===== config.mk =====
export PLATFORM = sky130hd
export DESIGN_NAME = lmdpl_mask_seq_flat
export DESIGN_NICKNAME = d
export VERILOG_FILES = /design/src/rtl/lmdpl_mask_seq_pkg.sv /design/src/rtl/lmdpl_mask_seq_if.sv /design/src/rtl/lmdpl_mask_seq_lfsr.sv /design/src/rtl/lmdpl_mask_seq.sv /design/src/flat_wrapper.sv
export SDC_FILE = /design/constraint.sdc
export NUM_CORES = 1
export LEC_CHECK = 0
export ABC_CLOCK_PERIOD_IN_PS = 2470
export CAP_MARGIN = 30
export CELL_PAD_IN_SITES_DETAIL_PLACEMENT = 1
export CELL_PAD_IN_SITES_GLOBAL_PLACEMENT = 2
export CORE_MARGIN = 8
export CORE_UTILIZATION = 36
export CTS_BUF_LIST = sky130_fd_sc_hd__clkbuf_4 sky130_fd_sc_hd__clkbuf_8 sky130_fd_sc_hd__clkbuf_16
export DETAILED_ROUTE_END_ITERATION = 10
export PLACE_DENSITY = 0.93
export SLEW_MARGIN = 20
export SYNTH_ARGS = -nofsm -noshare
export SYNTH_HDL_FRONTEND = slang
export SYNTH_SLANG_ARGS = --single-unit

===== constraint.sdc =====
create_clock -name clk -period 2.47 [get_ports clk]
set_input_delay 0.494 -clock clk [delete_from_list [all_inputs] [get_ports clk]]
set_output_delay 0.494 -clock clk [all_outputs]
set_load 0.02 [all_outputs]

===== src/rtl/lmdpl_mask_seq_pkg.sv =====
// Shared types and defaults for the LMDPL mask sequencer.
package lmdpl_mask_seq_pkg;

  typedef enum logic [1:0] {
    IDLE,
    PRE,
    EVAL,
    DONE
  } phase_t;

  localparam logic [31:0] DEFAULT_TAPS = 32'h80200003;
  localparam logic [31:0] DEFAULT_SEED = 32'h1;

  // The phase counter only ever holds values up to max_cyc-1.
  function automatic int cnt_width(input int max_cyc);
    return (max_cyc < 2) ? 1 : $clog2(max_cyc);
  endfunction

endpackage


===== src/rtl/lmdpl_mask_seq_if.sv =====
// Handshake, reseed and mask/phase bundle between the sequencer and its users.
interface lmdpl_mask_seq_if #(
  parameter int LFSR_W  = 32,
  parameter int N_GATES = 4
);

  logic                start;
  logic                ready;
  logic                reseed;
  logic [LFSR_W-1:0]   seed_val;
  logic [N_GATES-1:0]  m_in0;
  logic [N_GATES-1:0]  m_in1;
  logic [N_GATES-1:0]  m_out;
  logic                precharge;
  logic                eval;
  logic                done;

  modport master (
    output start, reseed, seed_val,
    input  ready, m_in0, m_in1, m_out, precharge, eval, done
  );

  modport slave (
    input  start, reseed, seed_val,
    output ready, m_in0, m_in1, m_out, precharge, eval, done
  );

endinterface


===== src/rtl/lmdpl_mask_seq_lfsr.sv =====
// Free-running Fibonacci LFSR with reseed port and an all-zero lockup guard.
module lmdpl_lfsr
  import lmdpl_mask_seq_pkg::*;
#(
  parameter int                LFSR_W = 32,
  parameter logic [LFSR_W-1:0] TAPS   = LFSR_W'(DEFAULT_TAPS),
  parameter logic [LFSR_W-1:0] SEED   = LFSR_W'(DEFAULT_SEED)
) (
  input  logic              clk,
  input  logic              rst_n,
  input  logic              reseed,
  input  logic [LFSR_W-1:0] seed_val,
  output logic [LFSR_W-1:0] q
);

  logic fb;

  assign fb = ^(q & TAPS);

  // Reseed takes priority over the zero guard; a zero reseed value falls back to SEED.
  always_ff @(posedge clk or negedge rst_n) begin
    if (!rst_n) begin
      q <= SEED;
    end else if (reseed) begin
      q <= (seed_val == '0) ? SEED : seed_val;
    end else if (q == '0) begin
      q <= SEED;
    end else begin
      q <= {q[LFSR_W-2:0], fb};
    end
  end

endmodule


===== src/rtl/lmdpl_mask_seq.sv =====
// Mask sequencer: hands a fresh mask triple per gate to each operation and
// sequences the precharge/evaluate phases so masks only move during precharge.
module lmdpl_mask_seq
  import lmdpl_mask_seq_pkg::*;
#(
  parameter int                LFSR_W   = 32,
  parameter logic [LFSR_W-1:0] TAPS     = LFSR_W'(DEFAULT_TAPS),
  parameter logic [LFSR_W-1:0] SEED     = LFSR_W'(DEFAULT_SEED),
  parameter int                N_GATES  = 4,
  parameter int                PRE_CYC  = 2,
  parameter int                EVAL_CYC = 2
) (
  input logic              clk,
  input logic              rst_n,
  lmdpl_mask_seq_if.slave  bus
);

  localparam int CNT_W = cnt_width((PRE_CYC > EVAL_CYC) ? PRE_CYC : EVAL_CYC);

  logic [LFSR_W-1:0]  lfsr_q;
  phase_t             state;
  phase_t             state_next;
  logic [CNT_W-1:0]   cnt;
  logic [CNT_W-1:0]   cnt_next;
  logic               load_masks;
  logic [N_GATES-1:0] m_in0_q;
  logic [N_GATES-1:0] m_in1_q;
  logic [N_GATES-1:0] m_out_q;
  logic               ready_q;
  logic               precharge_q;
  logic               eval_q;
  logic               done_q;

  lmdpl_lfsr #(
    .LFSR_W (LFSR_W),
    .TAPS   (TAPS),
    .SEED   (SEED)
  ) u_lfsr (
    .clk      (clk),
    .rst_n    (rst_n),
    .reseed   (bus.reseed),
    .seed_val (bus.seed_val),
    .q        (lfsr_q)
  );

  // Start is only honoured in IDLE and DONE, which are exactly the ready states.
  always_comb begin
    state_next = state;
    cnt_next   = cnt;
    load_masks = 1'b0;
    case (state)
      IDLE: begin
        if (bus.start) begin
          state_next = PRE;
          cnt_next   = CNT_W'(PRE_CYC - 1);
          load_masks = 1'b1;
        end
      end
      PRE: begin
        if (cnt == '0) begin
          state_next = EVAL;
          cnt_next   = CNT_W'(EVAL_CYC - 1);
        end else begin
          cnt_next = cnt - CNT_W'(1);
        end
      end
      EVAL: begin
        if (cnt == '0) begin
          state_next = DONE;
        end else begin
          cnt_next = cnt - CNT_W'(1);
        end
      end
      DONE: begin
        if (bus.start) begin
          state_next = PRE;
          cnt_next   = CNT_W'(PRE_CYC - 1);
          load_masks = 1'b1;
        end else begin
          state_next = IDLE;
        end
      end
      default: state_next = IDLE;
    endcase
  end

  // Phase outputs are registered from the next state so nothing combinational reaches them.
  always_ff @(posedge clk or negedge rst_n) begin
    if (!rst_n) begin
      state       <= IDLE;
      cnt         <= '0;
      ready_q     <= 1'b1;
      precharge_q <= 1'b0;
      eval_q      <= 1'b0;
      done_q      <= 1'b0;
    end else begin
      state       <= state_next;
      cnt         <= cnt_next;
      ready_q     <= (state_next == IDLE) || (state_next == DONE);
      precharge_q <= (state_next == PRE);
      eval_q      <= (state_next == EVAL);
      done_q      <= (state_next == DONE);
    end
  end

  // Masks take the pre-shift LFSR slices on the edge entering PRE and are otherwise frozen.
  always_ff @(posedge clk or negedge rst_n) begin
    if (!rst_n) begin
      m_in0_q <= '0;
      m_in1_q <= '0;
      m_out_q <= '0;
    end else if (load_masks) begin
      m_in0_q <= lfsr_q[N_GATES-1:0];
      m_in1_q <= lfsr_q[2*N_GATES-1:N_GATES];
      m_out_q <= lfsr_q[3*N_GATES-1:2*N_GATES];
    end
  end

  assign bus.ready     = ready_q;
  assign bus.precharge = precharge_q;
  assign bus.eval      = eval_q;
  assign bus.done      = done_q;
  assign bus.m_in0     = m_in0_q;
  assign bus.m_in1     = m_in1_q;
  assign bus.m_out     = m_out_q;

endmodule


===== src/flat_wrapper.sv =====
// flat-port wrapper written by rule: the top's interface ports become plain ports
module lmdpl_mask_seq_flat import lmdpl_mask_seq_pkg::*;
#(
  parameter int                LFSR_W   = 32,
  parameter logic [LFSR_W-1:0] TAPS     = LFSR_W'(DEFAULT_TAPS),
  parameter logic [LFSR_W-1:0] SEED     = LFSR_W'(DEFAULT_SEED),
  parameter int                N_GATES  = 4,
  parameter int                PRE_CYC  = 2,
  parameter int                EVAL_CYC = 2
)
  (clk, rst_n, bus_start, bus_reseed, bus_seed_val, bus_ready, bus_m_in0, bus_m_in1, bus_m_out, bus_precharge, bus_eval, bus_done);
  lmdpl_mask_seq_if #(.LFSR_W(LFSR_W), .N_GATES(N_GATES)) bus_i ();
  input logic clk;
  input logic rst_n;
  input wire logic [$bits(bus_i.start)-1:0] bus_start;
  input wire logic [$bits(bus_i.reseed)-1:0] bus_reseed;
  input wire logic [$bits(bus_i.seed_val)-1:0] bus_seed_val;
  output wire logic [$bits(bus_i.ready)-1:0] bus_ready;
  output wire logic [$bits(bus_i.m_in0)-1:0] bus_m_in0;
  output wire logic [$bits(bus_i.m_in1)-1:0] bus_m_in1;
  output wire logic [$bits(bus_i.m_out)-1:0] bus_m_out;
  output wire logic [$bits(bus_i.precharge)-1:0] bus_precharge;
  output wire logic [$bits(bus_i.eval)-1:0] bus_eval;
  output wire logic [$bits(bus_i.done)-1:0] bus_done;
  assign bus_i.start = bus_start;
  assign bus_i.reseed = bus_reseed;
  assign bus_i.seed_val = bus_seed_val;
  assign bus_ready = bus_i.ready;
  assign bus_m_in0 = bus_i.m_in0;
  assign bus_m_in1 = bus_i.m_in1;
  assign bus_m_out = bus_i.m_out;
  assign bus_precharge = bus_i.precharge;
  assign bus_eval = bus_i.eval;
  assign bus_done = bus_i.done;
  lmdpl_mask_seq #(.LFSR_W(LFSR_W), .TAPS(TAPS), .SEED(SEED), .N_GATES(N_GATES), .PRE_CYC(PRE_CYC), .EVAL_CYC(EVAL_CYC)) u_core (.clk(clk), .rst_n(rst_n), .bus(bus_i));
endmodule

==> results.md, run 1 <==
Outcome:
- The flow ran to the end, and the final reports show no timing, DRC or antenna violations.

STA:
- The number of pins exceeding their max-slew limit in the final report came to 0.
- After layout, the minimum clock period comes to 1.93 ns.
- Adding up every negative setup slack in the final design gives 0 ns.
- Setup repair after global routing left no endpoint under its margin.
- For the pin with the worst max-slew slack, the measured transition is 0.672 ns.
- The worst slew slack as a fraction of its limit is 55.2%.
- The count of endpoints failing hold in the final timing report is 0.
- Clock skew on the completed layout was measured at 0.00539 ns.
- The maximum clock frequency is 519 MHz.
- The worst path uses 78.0% of the clock period.
- Setup slack on the critical path of the routed design comes to 0.544 ns.
- Setup violations remaining at the end of the flow were counted as 0.

Floorplanning:
- The cell row count is 28.
- For this design the top-level I/O count stands at 52.
- The die covers 0.00891 mm2.
- In this run the vertical extent of the chip is 94.4 um.
- The floorplan step set the die width to 94.4 um.
- The floorplan core area is 0.00592 mm2.
- Once the floorplan was initialized, standard cells occupied 37.4% of the core.

Critical path:
- STA classifies the critical path startpoint as a flop.
- Among all stages on the critical path, the largest delay is contributed by clkdlybuf4s50_1.
- The source of the worst register-to-register timing path is u_core.state[0].
- Counting cells, the worst reg-to-reg path comes to 7.
- The cell depth of the worst setup path is 1.
- The type of the setup path with the least slack is reg -> out.
- The cell type group with the largest total delay on the critical path is buffers and inverters.
- In this run the register-to-register setup slack is 0.76 ns.
- The sum of buffers and inverters on the critical path is 1.
- The type of element capturing the critical path is an output port.
- Walking the worst path, the cells encountered are clkdlybuf4s50_1.
- Of all nets on the critical path, the largest fanout is 1.
- The largest stage delay on the critical path is 0.60 ns.
- The endpoint required time on the critical path is 1.98 ns.
- The worst path arrival time is 1.43 ns.
- The endpoint of the most critical register-to-register path is u_core.bus.eval.

Clock tree:
- CTS saw 51 sinks.
- The number of H-tree branching levels is 2.
- Once the clock tree was built, the resizer swapped 0 gates to a different size.
- Buffers inserted during clock tree synthesis total 5.
- For this design, the CTS-stage hold fixing added 0 buffers.
- The clock transition at the register clock pins on the worst setup and hold paths after CTS is 0.09 ns.
- Once the clock tree was built, the setup fixing pass inserted 0 buffers.
- The source-to-sink clock delay at the later pin of the worst-skew pair is 0.31 ns.
- The CTS tree is done.
- The number of buffers on the longest clock path is 2.
- The tree is rooted in a clkbuf_8.

Placement:
- The worst slack at placement is 0.543 ns.
- In this run, placement finished with an instance count of 282.
- The routability congestion estimate is 0.798.
- Detailed placement finished with a half-perimeter wire length of 3890 um.
- Input and output buffers added on the ports amount to 51.

Finish:
- The layout cell share with drive strength beyond 1 is 26.0%.
- The count of inserted antenna diode cells is 0.
- Compared with the post-synthesis result, the final layout area differs by 30.9%.
- The post-layout instance count excluding filler cells is 290.
- At the end of the flow, the number of nets in the layout was 258.
- The final core utilization is 48.9%.

Global route:
- The number of antenna violations at the first check in global routing is 0.
- The total routing usage reported by global routing is 12.2%.
- Entering global routing, the biggest net connects 52 pins.
- The first global-routing pass estimated 8360 um of wire.
- The total grt overflow is 0.
- The via count of the first global-routing pass is 1631.

Worst hold path:
- The class of the most critical hold timing path is in -> async.

Drt:
- The total iterations of the first detailed-routing run is 3.
- The detailed router placed 1472 vias in this run.
- The count of nets left with antenna violations once routing finished came out at 0.
- In this run, the number of DRC markers left after iteration 0 of detailed routing was 39.
- The number of vias per cell is 5.08.
- Dividing the detail-routed wire length by the instance count gives 17.9 um.
- The post-detailed-routing wire length is 5180 um.
- In the routed design, unresolved DRC markers number 0.

Synth:
- When the netlist entered floorplanning its net count stood at 203.
- Yosys mapped the design onto 28 distinct sky130hd cell types.
- For this run, the number of Yosys warnings is 0.
- The cell count after synthesis came out at 159.
- The netlist area before placement is 0.00221 mm2.
- The post-synthesis register bit count is 51.
- The mean instance size in the synthesized netlist is 13.9 um2.
- Sequential elements use 57.8% of the synthesized area.

Power and ir drop:
- Total power for the finished layout comes to 2.84 mW.
- Power spread over the standard cell area amounts to 982 mW/mm2.
- The leakage power is 1.22 nW.
- VDD sags by at most 0.434 mV.

Flow run:
- The tool flagged a number of max-cap violations equal to 0.
where the power goes:
group / switching [mW] / internal [mW] / leakage [nW]
logic: 0.521 / 0.594 / 0.558
registers: 0.128 / 1.06 / 0.603
clock network: 0.274 / 0.267 / 0.0549
total: 0.923 / 1.92 / 1.22
through the flow:
step / hold WS, ns / area (um2)
2_1_floorplan: 0.198 / 2210
3_3_place_gp: 0.462 / 2790
3_5_place_dp: 0.478 / 2790
4_1_cts: 0.315 / 2900
5_1_grt: 0.340 / 2900
6_report: 0.278 / 2900
cells in the final DEF, fill, tap and decap left out, drive strengths merged, types with 3 or more instances in the layout:
cell type	synthesis	final
dfrtp	49	49
nor2	5	5
nor4	14	14
inv	6	6
mux2	39	39
o21ai	7	7
buf	5	3
clkbuf	0	8
ha	8	8
clkdlybuf4s50	0	50
nand4	4	4
nand2	5	5
layer usage:
metal	vias up	part of all wire, %	global-route usage (%)	wire [um]
met5	-	0	0	0
met2	29	51	19.9	2620
met3	6	4.6	3.89	240
li1	680	-	-	-
met1	757	43	14.9	2240
met4	0	1.5	3.96	77
kinds of logic (layout without fill, tap and decap cells):
group,after synthesis,after routing,share of synthesized area [%]
xor gates and xnor gates,2,2,0.792
DFF,51,51,57.8
and+or+nand+nor,32,32,8.99
adders and majority gates,8,8,4.53
muxes,39,39,20.9
AOI/OAI and AO/OA,16,16,4.47
buffers and inverters,11,67,2.55
registers in the layout (all words and copies together), names as in the netlist:
name	cells
u_core.bus.m_in1	4
u_core.bus.eval	1
u_core.bus.m_in0	4
u_core.bus.ready	1
u_core.state	2
u_core.bus.done	1
u_core.cnt	1
u_core.u_lfsr.q	32
u_core.bus.m_out	4
u_core.bus.precharge	1
worst max path at each step:
stage | startpoint | endpoint | slack, ns
floorplan | u_core.state[0] | u_core.bus.eval | 0.99
global placement | bus_start | u_core.bus.eval | 0.61
detailed placement | bus_start | u_core.bus.eval | 0.54
CTS | u_core.bus.ready | bus_ready | 0.53
global route | u_core.bus.ready | bus_ready | 0.50
finish | u_core.bus.ready | bus_ready | 0.54
cell usage after synthesis:
| cell | instances | area share, % |
|---|---|---|
| a211oi_1 | 1 | 0.34 |
| a21o_1 | 1 | 0.34 |
| a21oi_1 | 2 | 0.45 |
| buf_2 | 3 | 0.68 |
| buf_4 | 1 | 0.34 |
| buf_6 | 1 | 0.51 |
| dfrtp_1 | 49 | 55 |
| dfstp_2 | 2 | 2.4 |
| ha_1 | 8 | 4.5 |
| inv_1 | 6 | 1.0 |
| mux2_2 | 33 | 17 |
| mux2_4 | 6 | 4.1 |
| nand2_1 | 5 | 0.85 |
| nand2b_4 | 1 | 0.62 |
| nand4_1 | 4 | 1.1 |
| nor2_1 | 4 | 0.68 |
| nor2_2 | 1 | 0.28 |
| nor2b_1 | 1 | 0.28 |
| nor3_1 | 1 | 0.23 |
| nor4_1 | 13 | 3.7 |
| nor4_2 | 1 | 0.57 |
| nor4b_2 | 1 | 0.68 |
| o21a_1 | 1 | 0.34 |
| o21ai_0 | 7 | 1.6 |
| o21bai_1 | 1 | 0.34 |
| o31a_1 | 1 | 0.40 |
| o31ai_1 | 2 | 0.68 |
| xnor2_1 | 2 | 0.79 |
area by class of cell:
| type | count | area, um2 |
|---|---|---|
| tap | 75 | 93.8 |
| multi-input combinational | 97 | 877 |
| sequential | 51 | 1280 |
| fill | 615 | 3020 |
| timing repair buffer | 53 | 520 |
| clock buffer | 8 | 104 |
| inverter | 6 | 22.5 |
No activity file was read; power rests on OpenSTA's default activity.
==> run 2, diff against run 1 <==
Settings changed: ABC_CLOCK_PERIOD_IN_PS 2470 to 1710, CORE_UTILIZATION 36 to 30, PLACE_DENSITY 0.93 to 0.84.
Clock period 2.47 ns to 1.71 ns, I/O delays scaled along.
==> run 2 against run 1 <==
- die area increased by 16%
- non-clock buffer count is 1 higher
- via count shrank 2.2%
- clock power is 30% higher
- combinational power is 46% higher
- design area increased by 1.9%
- total power is 43% higher
- cell count grew 8.6%
- worst setup slack got worse by 0.46 ns
- critical path depth is the same
- sequential power is 45% higher
- critical path type unchanged
- largest cell class unchanged
- largest power group unchanged
- highest routed layer unchanged
==> results.md, run 2 (synthesized netlist as in run 1, its figures left out) <==
Outcome:
- Run status: completed (unchanged).

Floorplanning:
- The floorplan die width is 102 um (was 94.4 um).
- The cell row count is 31 (was 28).
- The die area is 0.0104 mm2 (was 0.00891 mm2).
- The floorplan core area is 0.00721 mm2 (was 0.00592 mm2).
- The vertical die dimension came to 102 um (was 94.4 um).
- The initial core utilization is 30.7% (was 37.4%).
- The number of placed I/O pins is 52 (unchanged).

Global route:
- The pin count of the biggest net entering global routing is 36 (was 52).
- The total routing usage reported by global routing is 10.3% (was 12.2%).
- The via count of the first global-routing pass was 1558 (was 1631).
- The met1 usage in global routing is 12.6% (was 14.9%).
- The busiest layer in global routing is met2 (unchanged).
- The global routing met2 resource utilization is 17.1% (was 19.9%).
- The fraction of met3 tracks used by global routing is 3.27% (was 3.89%).
- The total grt overflow is 0 (unchanged).
- The first-pass GRT wire length is 8270 um (was 8360 um).
- The number of antenna violations at the first check in global routing is 0 (unchanged).

Placement:
- The placement-stage cell area was 0.00285 mm2 (was 0.00279 mm2).
- The HPWL after detailed placement is 4020 um (was 3890 um).
- The routability congestion estimate is 0.699 (was 0.798).
- The count of input and output buffers is 51 (unchanged).

Drt:
- The final routed DRC violation total is 0 (unchanged).
- The vias after detailed routing is 1439 (was 1472).
- The wire length per cell after detailed routing is 16.2 um (was 17.9 um).
- The residual antenna-violating net count after detailed routing is 0 (unchanged).
- The total iterations of the first detailed-routing run came to 2 (was 3).
- The number of vias per cell is 4.57 (was 5.08).
- The post-detailed-routing wire length was 5090 um (was 5180 um).
- The number of DRC violations after detailed-routing iteration 0 is 44 (was 39).

STA:
- The final worst clock skew is 0.0139 ns (was 0.00539 ns).
- The worst path needs 1.62 ns of the cycle, external delays included.
- The transition time at the pin with the least slew margin was 0.426 ns (was 0.672 ns).
- The number of setup violations in the final report is 0 (unchanged).
- The count of endpoints failing hold in the final timing report was 0 (unchanged).
- RSZ-0062 raised after global routing: false (unchanged).
- The final critical path takes up 94.9% of the cycle.
- The maximum clock frequency is 616 MHz.
- The number of pins exceeding their max-slew limit in the final report came to 0 (unchanged).
- The final hold slack was 0.488 ns (was 0.278 ns).
- The worst slew slack as a fraction of its limit came to 71.3% (was 55.2%).

Finish:
- The number of fillers in the final layout is 797 (was 615).
- The footprint of the flip-flops and latches is 0.00128 mm2 (unchanged).
- The multi-input combinational cell area is 883 um2 (was 877 um2).
- The register with the most flip-flops is u_core.u_lfsr.q (unchanged).
- The final cell area excluding filler cells was 0.00295 mm2 (was 0.00290 mm2).
- The net total in the final layout is 259 (was 258).
- Top library cells by usage in the layout, fill and taps aside: clkdlybuf4s50_1, dfrtp_1, mux2_2, nor4_1, ha_1 (unchanged).
- The flip-flop count of the largest register after layout is 32 (unchanged).
- The layout cell share with drive strength beyond 1 was 26.9% (was 26.0%).
- The layout overhead on the synthesized area is 33.4% (was 30.9%).
- The count of inserted antenna diode cells came to 0 (unchanged).

Power and ir drop:
- The part of the power in combinational logic came to 40.3% (was 39.2%).
- The worst ir drop on vdd is 0.532 mV (was 0.434 mV).
- The internal cell power came to 2.73 mW (was 1.92 mW).
- The proportion of power drawn by flip-flops and latches is 42.4% (was 41.8%).
- The power density of the placed cells was 1370 mW/mm2 (was 982 mW/mm2).
- The switching fraction of total power is 32.8% (was 32.5%).
- The clock share of power is 17.3% (was 19.0%).
- The net switching power of the design is 1.33 mW (was 0.923 mW).
- The leakage power was 1.22 nW (about the same).

Clock tree:
- The buffer cell driving the clock tree root is clkbuf_8 (unchanged).
- The source-to-sink clock delay at the later pin of the worst-skew pair came to 0.30 ns (was 0.31 ns).
- The count of buffers added by post-CTS timing repair for setup is 0 (unchanged).
- The number of sinks on the clock net came to 51 (unchanged).
- The clock transition at the register clock pins on the worst setup and hold paths after CTS was 0.10 ns (was 0.09 ns).
- The number of buffers on the longest clock path is 2 (unchanged).
- The TritonCTS buffer count was 5 (unchanged).
- The number of H-tree branching levels is 2 (unchanged).
- The CTS tree is done (unchanged).

Critical path:
- The worst path arrival time is 1.28 ns (was 1.43 ns).
- Chain of cells forming the critical path: clkdlybuf4s50_1 (unchanged).
- The worst reg2reg path depth is 4 (was 7).
- The type of element capturing the critical path was an output port (unchanged).
- The highest fanout seen on the critical path came to 2 (was 1).
- The source of the worst register-to-register timing path is u_core.state[1] (was u_core.state[0]).
- The cell type group with the largest total delay on the critical path is buffers and inverters (unchanged).
- The termination of the worst setup path is bus_m_in0[1] (was bus_ready).
- The register-to-register setup slack is 0.10 ns (was 0.76 ns).
- The startpoint kind of the worst setup timing path is a flop (unchanged).
- The endpoint required time on the critical path is 1.37 ns (was 1.98 ns).
- The critical-path cell with the highest stage delay is clkdlybuf4s50_1 (unchanged).
- The start point of the critical path is u_core.bus.m_in0[1] (was u_core.bus.ready).
- The cell depth of the worst setup path is 1 (unchanged).
- The type of the setup path with the least slack is reg -> out (unchanged).
- The sum of buffers and inverters on the critical path was 1 (unchanged).
- The endpoint of the most critical register-to-register path is u_core.bus.m_out[3] (was u_core.bus.eval).
- The largest stage delay on the critical path is 0.61 ns (was 0.60 ns).

Worst hold path:
- The class of the most critical hold timing path was in -> async (unchanged).

Flow run:
- The number of max-cap violations is 0 (unchanged).
==> run 2: changes by cell type in the layout (fill, tap and decap cells not counted), moves of 2 or more <==
cell	before	now
clkbuf_8	7	5
buf_4	2	0
o21ai_0	7	5
o21ai_1	0	2
buf_12	0	2
==> run 2: what timing repair did <==
item                       in CTS  in global routing
pin swaps                       0                  0
gates resized for setup         2                  3
setup endpoints to repair       3                  3
hold buffers                    1                  0
hold endpoints to repair       16                  0
==> run 2: cell type report <==
| class | count | share of cell area [%] |
|---|---|---|
| inverters | 6 | 0.763 |
| repair buffers | 54 | 18.8 |
| multi-input cells | 97 | 29.9 |
| clock buffers | 7 | 2.84 |
| well taps | 99 | 4.20 |
| flip-flops and latches | 51 | 43.3 |
| clock inverters | 1 | 0.170 |
==> run 2: stage by stage <==
| step | cells | util [%] | setup WS, ns | total power, mW | setup TNS (ns) |
|---|---|---|---|---|---|
| 2_1_floorplan | 159 | - | 0.234 | 2.72 | 0 |
| 3_3_place_gp | 306 | 39.5 | -0.117 | 3.34 | -0.124 |
| 3_5_place_dp | 306 | 39.5 | -0.0503 | 3.40 | -0.124 |
| 4_1_cts | 315 | 40.8 | 0.0454 | 4.11 | 0 |
| 5_1_grt | 315 | 40.9 | 0.0107 | 4.33 | 0 |
| 6_report | 315 | 40.9 | 0.0877 | 4.06 | 0 |
==> run 2: power groups by stage <==
stage	Combinational [mW]	Clock [mW]	Sequential, mW
3_5_place_dp	1.65	0	1.75
4_1_cts	1.65	0.730	1.73
3_3_place_gp	1.60	0	1.74
6_report	1.64	0.702	1.72
2_1_floorplan	0.792	0	1.93
5_1_grt	1.78	0.778	1.76
==> run 2: worst min-delay path by stage <==
stage	end	slack [ns]	depth (start not counted)
final	u_core.u_lfsr.q[10]	0.49	2
after floorplan	u_core.bus.done	0.05	0
after global routing	u_core.bus.m_in0[0]	0.52	2
after global placement	u_core.bus.m_out[0]	0.29	1
after detailed placement	u_core.bus.m_out[0]	0.29	1
after CTS	u_core.bus.m_in0[0]	0.50	2
==> run 2: metal layers <==
metal  share of wire (%)  vias up
met5                   0        -
met4                0.83        0
met3                 5.6        6
met2                  50       30
met1                  43      717
li1                    -      686
==> run 3, diff against run 2 <==
Settings changed: CAP_MARGIN 30 to unset.
==> results of run 3 <==
No change in the layout: final DEF, timing and power equal those of run 2.
